<file path="src/rtl/ttc_sched_pkg.sv">
// ttc_sched_pkg -- shared types and defaults for the TTC command scheduler.
//   cmd_e      : command selected for the current slot
//   state_e    : scheduler slot FSM states
//   cmd_onehot : maps a command to the {mreset, ecr, bcr, trigger} enable vector
package ttc_sched_pkg;

    typedef enum logic [2:0] {
        CMD_NONE   = 3'd0,
        CMD_MRESET = 3'd1,
        CMD_BCR    = 3'd2,
        CMD_ECR    = 3'd3,
        CMD_TRIG   = 3'd4
    } cmd_e;

    typedef enum logic [1:0] {
        ST_IDLE  = 2'd0,
        ST_ISSUE = 2'd1,
        ST_HOLD  = 2'd2
    } state_e;

    localparam int          SLOT_LEN_DEF  = 6;
    localparam logic [11:0] ORBIT_LEN_DEF = 12'd3563;

    // Bit order matches the enable outputs: [3]=mreset [2]=ecr [1]=bcr [0]=trigger.
    function automatic logic [3:0] cmd_onehot(input cmd_e cmd);
        case (cmd)
            CMD_MRESET: return 4'b1000;
            CMD_ECR:    return 4'b0100;
            CMD_BCR:    return 4'b0010;
            CMD_TRIG:   return 4'b0001;
            default:    return 4'b0000;
        endcase
    endfunction

endpackage

</file>
<file path="src/rtl/ttc_orbit_counter.sv">
// ttc_orbit_counter -- free-running orbit position used for periodic BCR.
//   clk_40, rst_40_n : clock, asynchronous active-low reset
//   bcr_auto_en      : count enable; counter is held at 0 when low
//   bcr_period       : last count value of the orbit (orbit length - 1)
//   req_bcr          : explicit BCR request; realigns the orbit to 0
//   wrap             : 1-cycle pulse in the cycle the counter sits at bcr_period
//   count            : current orbit position
module ttc_orbit_counter
    import ttc_sched_pkg::*;
(
    input  logic        clk_40,
    input  logic        rst_40_n,
    input  logic        bcr_auto_en,
    input  logic [11:0] bcr_period,
    input  logic        req_bcr,
    output logic        wrap,
    output logic [11:0] count
);

    // Combinational so the scheduler marks BCR pending on the same edge the
    // counter returns to 0. With bcr_period=0 this stays high permanently.
    assign wrap = bcr_auto_en && (count == bcr_period);

    // If bcr_period is lowered below the current count, the counter runs on
    // to 4095 and rolls over naturally before re-locking.
    // NOTE: sequential state uses non-blocking (<=) so every flop samples
    // pre-edge values regardless of block evaluation order.
    always_ff @(posedge clk_40 or negedge rst_40_n) begin
        if (!rst_40_n) begin
            count <= '0;
        end else if (!bcr_auto_en || req_bcr || wrap) begin
            count <= '0;
        end else begin
            count <= count + 12'd1;
        end
    end

endmodule

</file>
<file path="src/rtl/ttc_cmd_scheduler.sv">
// ttc_cmd_scheduler -- queues TTC command requests and issues them to the TTC
// generator one per slot, in priority order mreset > bcr > ecr > trigger.
//   clk_40, rst_40_n       : clock, asynchronous active-low reset
//   sched_en               : allows new slots to start
//   req_*                  : single-cycle request pulses
//   bcr_auto_en/bcr_period : periodic BCR generation
//   ovf_clear              : clears trig_overflow
//   start_single           : 1-cycle start pulse to the generator
//   *_en                   : command select, held for the whole slot
//   sched_busy             : slot in progress
//   trig_pending           : queued triggers (saturating)
//   trig_overflow          : sticky, a trigger was dropped
module ttc_cmd_scheduler
    import ttc_sched_pkg::*;
#(
    parameter int SLOT_LEN   = SLOT_LEN_DEF,
    parameter int TRIG_CNT_W = 4
) (
    input  logic                  clk_40,
    input  logic                  rst_40_n,
    input  logic                  sched_en,
    input  logic                  req_trigger,
    input  logic                  req_bcr,
    input  logic                  req_ecr,
    input  logic                  req_mreset,
    input  logic                  bcr_auto_en,
    input  logic [11:0]           bcr_period,
    input  logic                  ovf_clear,
    output logic                  start_single,
    output logic                  trigger_en,
    output logic                  bc_reset_en,
    output logic                  event_reset_en,
    output logic                  master_reset_en,
    output logic                  sched_busy,
    output logic [TRIG_CNT_W-1:0] trig_pending,
    output logic                  trig_overflow
);

    localparam int                HOLD_W    = $clog2(SLOT_LEN);
    localparam logic [HOLD_W-1:0] HOLD_LAST = HOLD_W'(SLOT_LEN - 2);

    state_e                  state, state_n;
    logic [HOLD_W-1:0]       hold_cnt, hold_cnt_n;
    logic [3:0]              en_q, en_n;
    logic                    start_n;
    logic                    mreset_pend, bcr_pend, ecr_pend;
    logic                    any_pend, deq, deq_m, deq_b, deq_e, deq_t;
    logic                    trig_full, trig_drop;
    logic [TRIG_CNT_W-1:0]   trig_n;
    cmd_e                    sel;
    logic                    orbit_wrap;
    logic [11:0]             orbit_count_unused; // debug tap only

    ttc_orbit_counter u_orbit (
        .clk_40      (clk_40),
        .rst_40_n    (rst_40_n),
        .bcr_auto_en (bcr_auto_en),
        .bcr_period  (bcr_period),
        .req_bcr     (req_bcr),
        .wrap        (orbit_wrap),
        .count       (orbit_count_unused)
    );

    // ---------------- dequeue selection ----------------
    assign any_pend = mreset_pend || bcr_pend || ecr_pend || (trig_pending != '0);

    always_comb begin
        if (mreset_pend)              sel = CMD_MRESET;
        else if (bcr_pend)            sel = CMD_BCR;
        else if (ecr_pend)            sel = CMD_ECR;
        else if (trig_pending != '0)  sel = CMD_TRIG;
        else                          sel = CMD_NONE;
    end

    assign deq   = (state == ST_IDLE) && sched_en && any_pend;
    assign deq_m = deq && (sel == CMD_MRESET);
    assign deq_b = deq && (sel == CMD_BCR);
    assign deq_e = deq && (sel == CMD_ECR);
    assign deq_t = deq && (sel == CMD_TRIG);

    // ---------------- trigger counter ----------------
    assign trig_full = &trig_pending;
    // A trigger coinciding with its own dequeue nets zero and is never dropped;
    // one coinciding with an mreset dequeue survives the flush.
    assign trig_drop = req_trigger && trig_full && !deq_t && !deq_m;

    always_comb begin
        trig_n = trig_pending;
        if (deq_m)                        trig_n = TRIG_CNT_W'(req_trigger);
        else if (req_trigger && !deq_t)   trig_n = trig_full ? trig_pending
                                                             : trig_pending + TRIG_CNT_W'(1);
        else if (!req_trigger && deq_t)   trig_n = trig_pending - TRIG_CNT_W'(1);
    end

    // Request set takes priority over dequeue clear on every flag.
    always_ff @(posedge clk_40 or negedge rst_40_n) begin
        if (!rst_40_n) begin
            mreset_pend   <= 1'b0;
            bcr_pend      <= 1'b0;
            ecr_pend      <= 1'b0;
            trig_pending  <= '0;
            trig_overflow <= 1'b0;
        end else begin
            mreset_pend   <= req_mreset | (mreset_pend & ~deq_m);
            bcr_pend      <= req_bcr | orbit_wrap | (bcr_pend & ~deq_b);
            ecr_pend      <= req_ecr | (ecr_pend & ~(deq_e | deq_m));
            trig_pending  <= trig_n;
            trig_overflow <= trig_drop | (trig_overflow & ~ovf_clear);
        end
    end

    // ---------------- slot FSM ----------------
    // NOTE: every signal written here gets a default first, so no path can
    // leave one unassigned and infer a latch.
    always_comb begin
        state_n    = state;
        hold_cnt_n = hold_cnt;
        en_n       = en_q;
        start_n    = 1'b0;
        case (state)
            ST_IDLE: begin
                en_n = '0;
                if (deq) begin
                    state_n = ST_ISSUE;
                    start_n = 1'b1;
                    en_n    = cmd_onehot(sel);
                end
            end
            ST_ISSUE: begin
                state_n    = ST_HOLD;
                hold_cnt_n = '0;
            end
            ST_HOLD: begin
                if (hold_cnt == HOLD_LAST) begin
                    state_n = ST_IDLE;
                    en_n    = '0;
                end else begin
                    hold_cnt_n = hold_cnt + HOLD_W'(1);
                end
            end
            default: begin
                state_n = ST_IDLE;
                en_n    = '0;
            end
        endcase
    end

    // Outputs are registered from next-state values so they change with state.
    always_ff @(posedge clk_40 or negedge rst_40_n) begin
        if (!rst_40_n) begin
            state        <= ST_IDLE;
            hold_cnt     <= '0;
            en_q         <= '0;
            start_single <= 1'b0;
            sched_busy   <= 1'b0;
        end else begin
            state        <= state_n;
            hold_cnt     <= hold_cnt_n;
            en_q         <= en_n;
            start_single <= start_n;
            sched_busy   <= (state_n != ST_IDLE);
        end
    end

    assign master_reset_en = en_q[3];
    assign event_reset_en  = en_q[2];
    assign bc_reset_en     = en_q[1];
    assign trigger_en      = en_q[0];

endmodule

</file>
<file path="config.mk">
export PLATFORM = sky130hd
export DESIGN_NAME = ttc_cmd_scheduler
export DESIGN_NICKNAME = d
export VERILOG_FILES = /design/src/rtl/ttc_sched_pkg.sv /design/src/rtl/ttc_orbit_counter.sv /design/src/rtl/ttc_cmd_scheduler.sv
export SDC_FILE = /design/constraint.sdc
export NUM_CORES = 1
export LEC_CHECK = 0
export ABC_AREA = 1
export CORE_MARGIN = 5
export CORE_UTILIZATION = 47
export CTS_CLUSTER_SIZE = 25
export DETAILED_ROUTE_END_ITERATION = 10
export GPL_ROUTABILITY_DRIVEN = 0
export PLACE_DENSITY_LB_ADDON = 0.15
export SETUP_SLACK_MARGIN = 0.4
export SKIP_CTS_REPAIR_TIMING = 1
export SKIP_LAST_GASP = 1
export SLEW_MARGIN = 20
export SYNTH_ARGS = -nofsm -noshare
export SYNTH_HDL_FRONTEND = slang
export SYNTH_HIERARCHICAL = 1
export SYNTH_SLANG_ARGS = --single-unit
</file>
<file path="constraint.sdc">
create_clock -name clk_40 -period 1.8 [get_ports clk_40]
set_input_delay 0.27 -clock clk_40 [delete_from_list [all_inputs] [get_ports clk_40]]
set_output_delay 0.27 -clock clk_40 [all_outputs]
set_load 0.01 [all_outputs]
</file>
==> Word-level counts from Yosys, hierarchy flattened <==
Cells that the tools add are included.
{ "word_totals": {"word_cells": 91, "regBits": 31, "out_inout_bits": 11, "inputBits": 21} }
{ "op_classes": {"bitwise_logic": 15, "mux": 20, "add_sub_neg": 4, "n_reduce_logical": 30, "eq_ne": 11} }
{ "op_table": {"columns": ["operator", "n"], "rows": [
  ["$mux 4", 6],
  ["$pmux 4 s4", 1],
  ["$mux 3", 5],
  ["$add 12x1->12 const B", 1],
  ["$eq 12x12->1", 1],
  ["$logic_and 1x1->1", 12],
  ["$mux 12", 1],
  ["$pmux 4 s3", 1],
  ["$eq 3x2->1 const B", 2],
  ["$eq 3x3->1 const B", 2],
  ["$or 1x1->1", 6],
  ["$pmux 2 s3", 1],
  ["$pmux 3 s2", 1],
  ["$reduce_and 2->1", 3],
  ["$logic_or 1x1->1", 5],
  ["$not 1->1", 5],
  ["$add 4x1->4 const B", 1],
  ["$and 1x1->1", 4],
  ["$logic_not 1->1", 4],
  ["$mux 2", 2],
  ["$ne 2x2->1 const B", 2],
  ["$reduce_and 4->1", 1],
  ["$reduce_bool 2->1", 2],
  ["$reduce_bool 4->1", 1],
  ["9 further kinds", 10]
]} }

==> Longest topological paths before layout <==
{ "depth": {"depth_word": 11, "ltp_mapped": 14, "mapped_depth_nobuf": 14} }

==> By module <==
The synthesis kept the hierarchy.
{ "by_module_without_submodules": {"columns": ["mod", "instances", "area_per_inst_um2", "cells_per_inst"], "rows": [
  ["ttc_cmd_scheduler", 1, 1024.7, 115],
  ["ttc_orbit_counter", 1, 877.1, 141]
]} }

==> Least setup slack after synthesis <==
No wires, ideal clock.
{ "synth_timing": {"path_kind": "register to register", "from": "reg trig_pending[1]", "to": "reg trig_pending[3]", "arrival_time_ns": 1.768, "required_time_ns": 1.682, "period_less_slack_ns": 1.885, "stages_incl_launch_ff": 14, "path_slack_ns": -0.085, "cell_sequence": "dfrtp_1 -> inv_1 -> nand4_1 -> nand2_2 -> nand2_4 -> ha_1 -> a21oi_1 -> nand2_1 -> nand2_1 -> nand2_1 -> inv_1 -> nand2_1 -> nand3_1 -> o21ai_2"} }
{ "synth_via": {"elab_chain_cells": 11, "elab_cells_between_ends": 24} }
{ "synth_rtl": {"columns": ["item", "line_no", "text"], "rows": [
  ["start: declaration", "ttc_cmd_scheduler.sv:35", "output logic [TRIG_CNT_W-1:0] trig_pending,"],
  ["start signal: assignment", "ttc_cmd_scheduler.sv:107", "trig_pending <= trig_n;"],
  ["$reduce_bool 4->1", "ttc_cmd_scheduler.sv:65, ttc_cmd_scheduler.sv:71", null],
  ["$mux 3", "ttc_cmd_scheduler.sv:71", "else if (trig_pending != '0) sel = CMD_TRIG;"],
  ["$mux 3", "ttc_cmd_scheduler.sv:70", "else if (ecr_pend) sel = CMD_ECR;"],
  ["$mux 3", "ttc_cmd_scheduler.sv:69", "else if (bcr_pend) sel = CMD_BCR;"],
  ["$mux 3", "ttc_cmd_scheduler.sv:68", "if (mreset_pend) sel = CMD_MRESET;"],
  ["$eq 3x3->1", "ttc_cmd_scheduler.sv:79", "assign deq_t = deq && (sel == CMD_TRIG);"],
  ["$logic_and 1x1->1", "ttc_cmd_scheduler.sv:79", null],
  ["$logic_not 1->1", "ttc_cmd_scheduler.sv:90", "else if (req_trigger && !deq_t) trig_n = trig_full ? trig_pending"],
  ["$logic_and 1x1->1", "ttc_cmd_scheduler.sv:90", null],
  ["$ne 3x3->1 (no source line), or another cell as far along", null, null],
  ["$reduce_and 2->1 (no source line) or $mux 4 (tied branches)", null, null]
]} }
Parallel ways exist; a longest one is shown, timed or not. The select of a mux whose other input is x is not followed.
A chain may end at the register's enable or synchronous reset.

==> Final worst setup path <==
{ "layout_timing": {"from": "reg mreset_pend", "to": "reg trig_pending[3]"} }
{ "layout_via": {"elab_chain_cells": 9, "elab_cells_between_ends": 17} }
{ "layout_rtl": {"columns": ["item", "line_no", "text"], "rows": [
  ["start: declaration", "ttc_cmd_scheduler.sv:46", "logic mreset_pend, bcr_pend, ecr_pend;"],
  ["start signal: assignment", "ttc_cmd_scheduler.sv:104", "mreset_pend <= req_mreset | (mreset_pend & ~deq_m);"],
  ["parallel branches: the longest is 9 deep, another holds $mux 3", null, null]
]} }
Several ways; the timed one is not identified.

==> run_results.csv <==
group,metric,value,unit
outcome,status,"finished, violations left",
outcome,violations,"negative setup slack",
logic_synthesis,syn_area,0.00190,mm^2
floorplanning,num_rows,23,
logic_synthesis,synth_top_area_share,40.8,%
route,vias_per_cell,4.66,
sta,slew_violations,0,
route,dr.pass1.iters,4,
worst_setup_path,critPathRequiredTime,1.98,ns
global_routing,grt_overflow_total,0,
layout,num_antenna_cells,0,
sta,clock_skew,0.00824,ns
worst_setup_path,reg2reg_depth,14,
sta,tightest_slew,0.386,ns
min_path,min_path_type,"in2async",
sta,rsz0062_at_grt,"yes",
logic_synthesis,ys_ff_latch,31,
logic_synthesis,synthCells,256,
sta,fin_crit_sh,101,%
logic_synthesis,synth_cell_type_count,27,
layout,fin_area,0.00271,mm^2
global_routing,antenna_found_initial,0,
layout,final-seq-area,777,um^2
sta,timing.fmax,551,MHz
worst_setup_path,arrival,1.99,ns
sta,maxSlewHeadroom,74.2,%
logic_synthesis,synthFlopType,"dfrtp_1",
worst_setup_path,worstReg2RegStart,"mreset_pend",
pwr,powerDensity,1040,mW/mm^2
logic_synthesis,synth-edff-count,0,
floorplanning,io_pins,32,
clock_network,cts_root_buf,"clkbuf_8",
logic_synthesis,yosysMostFrequentCell,"nand2_1",
route,num_vias,1724,
logic_synthesis,avgSynthCellArea,7.43,um^2
clock_network,cts_sinks,31,
flow_run,cap_violations,0,
sta,fin_crit,1.81,ns
logic_synthesis,async_flop_share,100,%
clock_network,cts_buffers,5,
placement,portBuffers,31,
logic_synthesis,synthTopCellsByCount,"76 x nand2_1, 41 x inv_1, 34 x nor2_1",
global_routing,grt_pass1_wl,7.00,mm
pwr,peakVddDrop,0.736,mV
route,postRouteAntennaNets,0,
layout,layout-drive-gt1-share,23.4,%
clock_network,clk_pin_slew,0.07,ns
global_routing,grt_max_degree,32,
clock_network,clk_latency,0.28,ns
worst_setup_path,rrSetupSlack,-0.01,ns
logic_synthesis,ys_warn_count,6,
worst_setup_path,worstSetupPathType,"reg2reg",
layout,multi_input_area,0.00107,mm^2
floorplanning,dieWidth,73.6,um
sta,setup_viol_count_final,1,
route,route.detailed.drc,0,
logic_synthesis,yosysTopAreaCell,"dfrtp_1",
floorplanning,start_util,47.9,%
worst_setup_path,start_kind,"register",
floorplanning,die_area,0.00542,mm^2
route,drtIter0Drc,59,
global_routing,track_usage,16.8,%
layout,final.fill_count,351,
worst_setup_path,worstPathMaxFanout,3,
floorplanning,die_y,73.6,um
sta,finalSetupTns,-0.0135,ns
route,wirelength,4.24,mm
clock_network,tritoncts,"done",
logic_synthesis,synth_seq_area_share,40.8,%
logic_synthesis,synth_area_leaders,"dfrtp_1 41%, nand2_1 15%, inv_1 8.1%, nor2_1 6.7%, nand3_1 3.7%",
sta,fin_ws,-0.0135,ns
layout,areaGrowthSynthToFinish,42.5,%
sta,hold_viol_final,0,
floorplanning,core_area,0.00397,mm^2
layout,final_nets,347,
clock_network,cts_buffer_depth,2,
global_routing,grt_pass1_vias,1629,
clock_network,h-tree-depth,2,
logic_synthesis,synthesis.nets,283,
route,wl_per_cell,11.4,um
worst_setup_path,r2r-end,"trig_pending[3]",
pwr,p_leak,1.48,nW
placement,post-dp-hpwl,3.02,mm
placement,post_dp_cell_area,0.00241,mm^2
worst_setup_path,cp-end-kind,"register",
==> flip-flops by register name, indices dropped and copies added (netlist names) <==
signal and flops:
state 2, bcr_pend 1, sched_busy 1, ecr_pend 1, trig_overflow 1, hold_cnt 3
start_single 1, mreset_pend 1, trig_pending 4, en_q 4, u_orbit/count 12
==> critical path, cell delays in order, from the launching register on <==
cell and delay (ns):
dfrtp_1 0.39, nor2_2 0.15, nand2_2 0.09, nor2_4 0.14, nand2_2 0.09, nand2_4 0.09
ha_4 0.21, a21oi_4 0.15, nand2_1 0.06, nand2_1 0.07, nand2_2 0.07, inv_2 0.05
nand2_2 0.05, nand3_2 0.06, o21ai_2 0.05
==> report_power, final <==
part	total, W	internal, W	switching, W	leakage, nW
logic	0.00133	0.000628	0.000706	1.04
registers	0.000938	0.000846	0.0000920	0.400
clock network	0.000543	0.000299	0.000244	0.0470
==> metrics by stage <==
stage / power, W / worst slack, ns / hold WS [ns] / instances / util (%)
3_5_place_dp: 0.00214 / -0.269 / 0.465 / 352 / 60.7
2_1_floorplan: 0.00164 / 0.0414 / -0.0256 / 256 / -
3_3_place_gp: 0.00212 / -0.225 / 0.464 / 352 / 60.7
4_1_cts: 0.00270 / 0.0145 / 0.390 / 359 / 62.9
6_report: 0.00282 / -0.0135 / 0.371 / 370 / 68.2
5_1_grt: 0.00305 / -0.181 / 0.415 / 370 / 68.2
==> worst max path at each step <==
stage / from / end / slack (ns)
finish: mreset_pend / trig_pending[3] / -0.01
CTS: bcr_pend / trig_pending[3] / 0.01
floorplan: trig_pending[0] / trig_pending[3] / 0.04
global route: trig_pending[1] / trig_pending[3] / -0.18
global placement: sched_en / trig_pending[3] / -0.22
detailed placement: sched_en / trig_pending[3] / -0.27
==> per-layer routing <==
layer | track usage, % | up-vias | share of wire (%)
met1 | 22.0 | 777 | 46
met5 | 0 | - | 0
met3 | 3.97 | 6 | 5.4
met4 | 6.84 | 0 | 1.2
li1 | - | 911 | -
met2 | 26.7 | 30 | 47
==> cells in the final DEF, fill, tap and decap left out, types with 4 or more instances in the layout <==
cell type	netlist	routed
inv_1	41	37
nand2_1	76	71
clkbuf_8	0	6
nor2_1	34	32
nand3_4	3	4
buf_4	0	24
o21ai_1	2	4
nand3_1	14	10
xor2_1	8	8
inv_2	2	6
nand2_2	3	7
clkdlybuf4s50_1	0	16
dfrtp_1	31	30
ha_1	5	4
dlymetal6s2s_1	0	15
o21ai_0	8	6
nand2_4	2	4
==> kinds of logic after synthesis <==
| family | count (synthesis) | synth area share, % |
|---|---|---|
| buffers and inverters | 44 | 9.08 |
| DFF | 31 | 40.8 |
| and+or+nand+nor | 146 | 35.3 |
| AOI/OAI and AO/OA | 18 | 5.46 |
| adders and majority gates | 6 | 4.34 |
| xor gates and xnor gates | 11 | 5.07 |
==> area by class of cell <==
cell class                      count  share of cell area [%]
Sequential cell                    31                    28.7
Tap cell                           50                    2.31
Clock inverter                      1                   0.185
Timing Repair Buffer               57                    20.3
Inverter                           43                    5.96
Multi-Input combinational cell    182                    39.5
Clock buffer                        6                    3.05
(Power assumes the default switching activity.)
